===== config.mk =====
export PLATFORM = sky130hd
export DESIGN_NAME = la_ioring_seq_flat
export DESIGN_NICKNAME = d
export VERILOG_FILES = /design/src/rtl/la_ioring_seq_pkg.sv /design/src/rtl/la_ioring_seq_if.sv /design/src/rtl/la_ioring_seq_timer.sv /design/src/rtl/la_ioring_seq.sv /design/src/flat_wrapper.sv
export SDC_FILE = /design/constraint.sdc
export NUM_CORES = 1
export LEC_CHECK = 0
export CAP_MARGIN = 15
export CORE_UTILIZATION = 55
export CTS_CLUSTER_DIAMETER = 150
export DETAILED_ROUTE_END_ITERATION = 10
export HOLD_SLACK_MARGIN = 0.03
export PLACE_DENSITY_LB_ADDON = 0.3
export REMOVE_ABC_BUFFERS = 1
export SLEW_MARGIN = 10
export SYNTH_ARGS = -nofsm -noshare
export SYNTH_HDL_FRONTEND = slang
export SYNTH_SLANG_ARGS = --single-unit

===== constraint.sdc =====
create_clock -name clk -period 5.78 [get_ports clk]
set_clock_uncertainty 0.05 [all_clocks]
set_input_delay 1.734 -clock clk [delete_from_list [all_inputs] [get_ports clk]]
set_output_delay 1.734 -clock clk [all_outputs]
set_load 0.02 [all_outputs]

===== src/rtl/la_ioring_seq_pkg.sv =====
// Shared types for the padring power sequencer: FSM state encoding and width.
package la_ioring_seq_pkg;

   localparam int STATE_W = 4;

   typedef enum logic [STATE_W-1:0] {
      OFF,
      SCAN_UP,
      PWR,
      PGW,
      UNISO,
      ON,
      SCAN_DN,
      ISO,
      DRAIN,
      FAULT
   } state_t;

endpackage


===== src/rtl/la_ioring_seq_if.sv =====
// Control/status bundle between the always-on controller and the padring sequencer.
interface la_ioring_seq_if #(
   parameter int NSEG = 4,
   parameter int CW   = 8
);
   localparam int SW = (NSEG > 1) ? $clog2(NSEG) : 1;

   // No valid/ready pairing: up_req is a target level that the sequencer follows,
   // and every status output is a level that is valid in every cycle.
   logic            up_req;
   logic [NSEG-1:0] seg_mask;
   logic [CW-1:0]   settle;
   logic [NSEG-1:0] pg;
   logic [NSEG-1:0] seg_en;
   logic [NSEG-1:0] seg_iso;
   logic            busy;
   logic            ring_on;
   logic            fault;
   logic [SW-1:0]   fault_seg;

   modport master (
      output up_req, seg_mask, settle, pg,
      input  seg_en, seg_iso, busy, ring_on, fault, fault_seg
   );

   modport slave (
      input  up_req, seg_mask, settle, pg,
      output seg_en, seg_iso, busy, ring_on, fault, fault_seg
   );

endinterface


===== src/rtl/la_ioring_seq_timer.sv =====
// Loadable down-counter; a load of 0 behaves as 1, and done marks the last counted cycle.
module la_ioring_seq_timer
   import la_ioring_seq_pkg::*;
#(
   parameter int W = 8
) (
   input  logic         clk,
   input  logic         rst,
   input  logic         load,
   input  logic [W-1:0] value,
   output logic         done
);

   logic [W-1:0] cnt;

   always_ff @(posedge clk or posedge rst) begin
      if (rst) begin
         cnt <= '0;
      end else if (load) begin
         cnt <= (value == '0) ? W'(1) : value;
      end else if (cnt != '0) begin
         cnt <= cnt - W'(1);
      end
   end

   // A step loaded with N stays in its state for exactly N cycles.
   assign done = (cnt == W'(1));

endmodule


===== src/rtl/la_ioring_seq.sv =====
// Padring segment power sequencer: ascending power-up, descending power-down.
// Optional power-good timeout with sticky fault when LA_IORING_PGTIMEOUT_EN is defined.
module la_ioring_seq
   import la_ioring_seq_pkg::*;
#(
   parameter int NSEG = 4,
   parameter int CW   = 8,
   parameter int TMO  = 1024
) (
   input  logic           clk,
   input  logic           rst,
   la_ioring_seq_if.slave io,
   output state_t         dbg_state
);

   localparam int SW = (NSEG > 1) ? $clog2(NSEG) : 1;
   localparam int IW = $clog2(NSEG + 1);
   localparam logic [IW-1:0] TOP  = IW'(NSEG);
   localparam logic [IW-1:0] LAST = IW'(NSEG - 1);

   if (NSEG < 1 || NSEG > 16 || TMO < 1) begin : g_bad_param
      $error("la_ioring_seq: NSEG must be 1..16 and TMO at least 1");
   end

   state_t          state;
   logic [IW-1:0]   idx;
   logic [SW-1:0]   sidx;
   logic [NSEG-1:0] mask_q;
   logic [NSEG-1:0] seg_en;
   logic [NSEG-1:0] seg_iso;
   logic [NSEG-1:0] pg_s1;
   logic [NSEG-1:0] pg_s2;
   logic            busy;
   logic            ring_on;
   logic            at_top;
   logic            seg_sel;
   logic            pg_ok;
   logic            st_done;
   logic            st_load;

   assign sidx    = idx[SW-1:0];
   assign at_top  = (idx == TOP);
   assign seg_sel = mask_q[sidx];
   assign pg_ok   = pg_s2[sidx];

   always_comb begin
      st_load = 1'b0;
      case (state)
         SCAN_UP: st_load = io.up_req && !at_top && seg_sel;
         PGW:     st_load = pg_ok;
         SCAN_DN: st_load = !io.up_req && seg_sel;
         ISO:     st_load = st_done;
         default: st_load = 1'b0;
      endcase
   end

   la_ioring_seq_timer #(.W(CW)) u_settle (
      .clk   (clk),
      .rst   (rst),
      .load  (st_load),
      .value (io.settle),
      .done  (st_done)
   );

`ifdef LA_IORING_PGTIMEOUT_EN
   localparam int TW = $clog2(TMO + 1);
   logic          to_done;
   logic          fault_q;
   logic [SW-1:0] fault_seg_q;

   la_ioring_seq_timer #(.W(TW)) u_tmo (
      .clk   (clk),
      .rst   (rst),
      .load  (state == PWR && st_done),
      .value (TW'(TMO)),
      .done  (to_done)
   );
`endif

   // The synchronizer restarts on every PGW entry, so a pg level sampled before
   // the wait began is never trusted: PGW always spends at least 3 cycles.
   always_ff @(posedge clk or posedge rst) begin
      if (rst) begin
         pg_s1 <= '0;
         pg_s2 <= '0;
      end else if (state != PGW) begin
         pg_s1 <= '0;
         pg_s2 <= '0;
      end else begin
         pg_s1 <= io.pg;
         pg_s2 <= pg_s1;
      end
   end

   always_ff @(posedge clk or posedge rst) begin
      if (rst) begin
         state   <= OFF;
         idx     <= '0;
         mask_q  <= '0;
         seg_en  <= '0;
         seg_iso <= '1;
         busy    <= 1'b0;
         ring_on <= 1'b0;
`ifdef LA_IORING_PGTIMEOUT_EN
         fault_q     <= 1'b0;
         fault_seg_q <= '0;
`endif
      end else begin
         case (state)
            OFF: if (io.up_req) begin
               mask_q <= io.seg_mask;
               idx    <= '0;
               busy   <= 1'b1;
               state  <= SCAN_UP;
            end
            // idx here is the next segment to bring up; all below it are up.
            SCAN_UP: begin
               if (!io.up_req) begin
                  if (idx == '0) begin
                     busy  <= 1'b0;
                     state <= OFF;
                  end else begin
                     idx   <= idx - IW'(1);
                     state <= SCAN_DN;
                  end
               end else if (at_top) begin
                  busy    <= 1'b0;
                  ring_on <= 1'b1;
                  state   <= ON;
               end else if (seg_sel) begin
                  seg_en[sidx] <= 1'b1;
                  state        <= PWR;
               end else begin
                  idx <= idx + IW'(1);
               end
            end
            PWR: if (st_done) state <= PGW;
            PGW: begin
               if (pg_ok) begin
                  seg_iso[sidx] <= 1'b0;
                  state         <= UNISO;
               end
`ifdef LA_IORING_PGTIMEOUT_EN
               else if (to_done) begin
                  seg_en      <= '0;
                  seg_iso     <= '1;
                  busy        <= 1'b0;
                  fault_q     <= 1'b1;
                  fault_seg_q <= sidx;
                  state       <= FAULT;
               end
`endif
            end
            UNISO: if (st_done) begin
               if (io.up_req) begin
                  idx   <= idx + IW'(1);
                  state <= SCAN_UP;
               end else begin
                  state <= SCAN_DN;
               end
            end
            ON: if (!io.up_req) begin
               idx     <= LAST;
               busy    <= 1'b1;
               ring_on <= 1'b0;
               state   <= SCAN_DN;
            end
            // idx here is the highest segment that may still be up.
            SCAN_DN: begin
               if (io.up_req) begin
                  idx   <= idx + IW'(1);
                  state <= SCAN_UP;
               end else if (seg_sel) begin
                  seg_iso[sidx] <= 1'b1;
                  state         <= ISO;
               end else if (idx == '0) begin
                  busy  <= 1'b0;
                  state <= OFF;
               end else begin
                  idx <= idx - IW'(1);
               end
            end
            ISO: if (st_done) begin
               seg_en[sidx] <= 1'b0;
               state        <= DRAIN;
            end
            DRAIN: if (st_done) begin
               if (io.up_req) begin
                  state <= SCAN_UP;
               end else if (idx == '0) begin
                  busy  <= 1'b0;
                  state <= OFF;
               end else begin
                  idx   <= idx - IW'(1);
                  state <= SCAN_DN;
               end
            end
`ifdef LA_IORING_PGTIMEOUT_EN
            FAULT: if (!io.up_req) state <= OFF;
`endif
            default: state <= OFF;
         endcase
      end
   end

   a_iso_needs_en: assert property (@(posedge clk) disable iff (rst) (~seg_iso & ~seg_en) == '0);

   assign io.seg_en  = seg_en;
   assign io.seg_iso = seg_iso;
   assign io.busy    = busy;
   assign io.ring_on = ring_on;
   assign dbg_state  = state;
`ifdef LA_IORING_PGTIMEOUT_EN
   assign io.fault     = fault_q;
   assign io.fault_seg = fault_seg_q;
`else
   assign io.fault     = 1'b0;
   assign io.fault_seg = '0;
`endif

endmodule

===== src/flat_wrapper.sv =====
// flat-port wrapper written by rule: the top's interface ports become plain ports
module la_ioring_seq_flat import la_ioring_seq_pkg::*;
#(
   parameter int NSEG = 4,
   parameter int CW   = 8,
   parameter int TMO  = 1024
)
  (clk, rst, dbg_state, io_up_req, io_seg_mask, io_settle, io_pg, io_seg_en, io_seg_iso, io_busy, io_ring_on, io_fault, io_fault_seg);
  la_ioring_seq_if #(.NSEG(NSEG), .CW(CW)) io_i ();
  input  logic clk;
  input  logic rst;
  output state_t dbg_state;
  input wire logic [$bits(io_i.up_req)-1:0] io_up_req;
  input wire logic [$bits(io_i.seg_mask)-1:0] io_seg_mask;
  input wire logic [$bits(io_i.settle)-1:0] io_settle;
  input wire logic [$bits(io_i.pg)-1:0] io_pg;
  output wire logic [$bits(io_i.seg_en)-1:0] io_seg_en;
  output wire logic [$bits(io_i.seg_iso)-1:0] io_seg_iso;
  output wire logic [$bits(io_i.busy)-1:0] io_busy;
  output wire logic [$bits(io_i.ring_on)-1:0] io_ring_on;
  output wire logic [$bits(io_i.fault)-1:0] io_fault;
  output wire logic [$bits(io_i.fault_seg)-1:0] io_fault_seg;
  assign io_i.up_req = io_up_req;
  assign io_i.seg_mask = io_seg_mask;
  assign io_i.settle = io_settle;
  assign io_i.pg = io_pg;
  assign io_seg_en = io_i.seg_en;
  assign io_seg_iso = io_i.seg_iso;
  assign io_busy = io_i.busy;
  assign io_ring_on = io_i.ring_on;
  assign io_fault = io_i.fault;
  assign io_fault_seg = io_i.fault_seg;
  la_ioring_seq #(.NSEG(NSEG), .CW(CW), .TMO(TMO)) u_core (.clk(clk), .rst(rst), .io(io_i), .dbg_state(dbg_state));
endmodule

==> flow_metrics.tcl <==
set metrics [dict create \
    outcome "completed" \
    total_power_mw 1.53 \
    fin_util_pct 70.0 \
    crit_buf_inv 1 \
    diodes 0 \
    maxCapViolCount 0 \
    ys_ff_latch 37 \
    gp_congestion 0.874 \
    crit_arrival_ns 4.13 \
    post_route_cells_drive_above_1_share_pct 19.1 \
    setup_viol 0 \
    critPathTopFamily "compound AO/OA/AOI/OAI gates" \
    regToRegStartpoint "u_core.idx[0]" \
    crit_slowest_cell "clkdlybuf4s50_1" \
    synth_top_area_share_pct 33.5 \
    fin_hold_ws_ns 0.404 \
    maxSlewViolCount 0 \
    route.detailed.drc 0 \
    synthXorXnorAreaFrac_pct 1.42 \
    via_count 1914 \
    drt_iter0_drc 137 \
    cts_hold_buf 0 \
    gr-total-overflow 0 \
    synth_area_leader_cell "dfrtp_1" \
    synthSimpleGateAreaFrac_pct 23.7 \
    min_period_ns 4.01 \
    cts-resized-gates 0 \
    final_common_cell "dfrtp_1" \
    relSlewSlack_pct 38.2 \
    row_count 23 \
    ys_seq_area_share_pct 37.7 \
    insertion_delay_ns 0.29 \
    finalCritPeriodShare_pct 69.4 \
    cp-end-kind "flop" \
    start_util_pct 59.5 \
    wirelength_microns 4970 \
    yosys_warnings 0 \
    wl_per_cell_microns 15.1 \
    die_width_microns 69.0 \
    area_growth_pct 17.6 \
    pin_count 36 \
    cts_made_buffers 5 \
    synth_compound_area_share_pct 14.2 \
    syn_area_sq_mm 0.00247 \
    max_stage_delay_ns 0.87 \
    startpoint_type "input pin" \
    htreeDepth 2 \
    async_flop_share_pct 100 \
    synthTopCellsByArea "dfrtp_1 (33%), mux2_2 (11%), dfstp_2 (4.3%), ha_1 (3.6%), nand2_1 (3.5%)" \
    final_nets 303 \
    powerDensity_mw_per_mm2 527 \
    synth_top_family_by_area "simple AND/OR/NAND/NOR gates" \
    cts_setup_buffers 0 \
    cts_sinks 37 \
    dieArea_sq_mm 0.00476 \
    hold_viol 0 \
    synth_flop_cell "dfrtp_1" \
    cp_max_fo 26 \
    ant_nets 0 \
    antenna_found_initial 0 \
    rr_worst_depth 8 \
    grt_max_degree 38 \
    dp_slack_ns 1.53 \
    dp_hpwl_microns 3580 \
    worstSetupPathType "input pin to flop" \
    drt-pass1-iter-count 4 \
    worst_slew_pin_slew_ns 0.926 \
    synthAdderAreaFrac_pct 3.55 \
    holdPathStages 1 \
    synth_edf_count 0 \
    regArea_sq_um 931 \
    dieHeight_microns 69.0 \
    max_freq_mhz 249 \
    crit_chain "clkdlybuf4s50_1, a211oi_1, o21ai_0, nor2b_1, nor4_4, o21ai_1, a22o_1" \
    grtUsageTotal_pct 23.9 \
    grt_pass1_wl_microns 8120 \
    reg2reg_to "u_core.idx[1]" \
    worstHoldPathType "flop to flop" \
    final.setup.tns_ns 0 \
    cts.path.max_buffers 2 \
    clkSlewWorstSetupHoldPaths_ns 0.07 \
    p_leak_nw 1.19 \
    synth_cell_type_count 59 \
    setup_slack_ns 1.77 \
    grt_pass1_vias 1747 \
    cts_root_buf "clkbuf_8" \
    cts_tree "yes" \
    layout_common_cells "dfrtp_1 (33), clkdlybuf4s50_1 (32), mux2_2 (25)" \
    hold_path_end "u_core.pg_s2[3]" \
    io_buffers 32 \
    required_ns 5.90 \
    rsz0062_at_grt "no" \
    synthCells 249 \
    viasPerCell 5.84 \
    synthMuxAreaShare_pct 14.4 \
    r2r_slack_ns 3.12 \
    hold_path_startpoint "u_core.pg_s1[3]" \
    synth_area_per_cell_sq_um 9.90 \
    nFillCells 344 \
    vdd_drop_max_uv 246 \
    multi_input_comb_area_sq_mm 0.00142 \
    coreArea_sq_mm 0.00414 \
]
-- layout make-up --
class                      instances  share of cell area [%]
multi-input combinational        194                    49.0
timing repair buffer              33                    11.3
inverter                           6                   0.777
sequential                        37                    32.1
tap                               50                    2.16
clock buffer                       5                    2.37
clock inverter                     3                    2.24
-- metrics by stage --
stage          cells  cell area, sq um
3_3_place_gp     320              2770
3_5_place_dp     320              2770
4_1_cts          328              2900
2_1_floorplan    237              2370
5_1_grt          328              2900
6_report         328              2900
-- how the worst max path moves through the flow --
stage,slack (ns),start,cells past startpoint,end
finish,1.77,io_up_req,7,u_core.idx[1]
global route,1.62,io_up_req,7,u_core.idx[1]
CTS,1.81,io_up_req,7,u_core.idx[1]
detailed placement,1.53,io_up_req,7,u_core.idx[1]
global placement,1.61,io_up_req,7,u_core.idx[1]
floorplan,2.72,io_up_req,6,u_core.idx[1]
-- cell families (layout without fill, tap and decap cells) --
logic type      after synthesis  after routing
compound gates               53             53
xor+xnor                      4              4
fa+ha+maj                     7              7
buf+inv                      20             47
flops                        37             37
mux                          31             31
other cells                   1              3
simple gates                 96             96
-- cells in the mapped netlist, types with 3 or more instances --
library cell  instances
dfrtp_1              33
mux2_2               25
nand2_1              23
a21oi_1              17
nor2_1               17
o21ai_0              15
and2_1               10
nand2b_1              9
buf_4                 7
ha_1                  7
nor3_1                7
inv_1                 6
mux2i_1               5
nand3_1               5
buf_2                 4
dfstp_2               4
nand4b_1              3
nor2b_1               3
-- routing by layer --
| metal | part of all wire [%] | vias to the layer above | wire (microns) | global-route usage (%) |
|---|---|---|---|---|
| li1 | - | 946 | - | - |
| met1 | 44 | 900 | 2170 | 29.6 |
| met2 | 50 | 62 | 2490 | 40.9 |
| met3 | 5.0 | 6 | 247 | 5.10 |
| met4 | 1.2 | 0 | 59 | 8.16 |
| met5 | 0 | - | 0 | 0 |
-- report_power, final --
part           switching [mW]  total (mW)  internal, mW  leakage [nW]
Combinational           0.378       0.755         0.377         0.666
Sequential              0.156       0.509         0.352         0.455
Clock                  0.0923       0.264         0.171        0.0681
Total                   0.626        1.53         0.901          1.19
(Power assumes the default switching activity.)
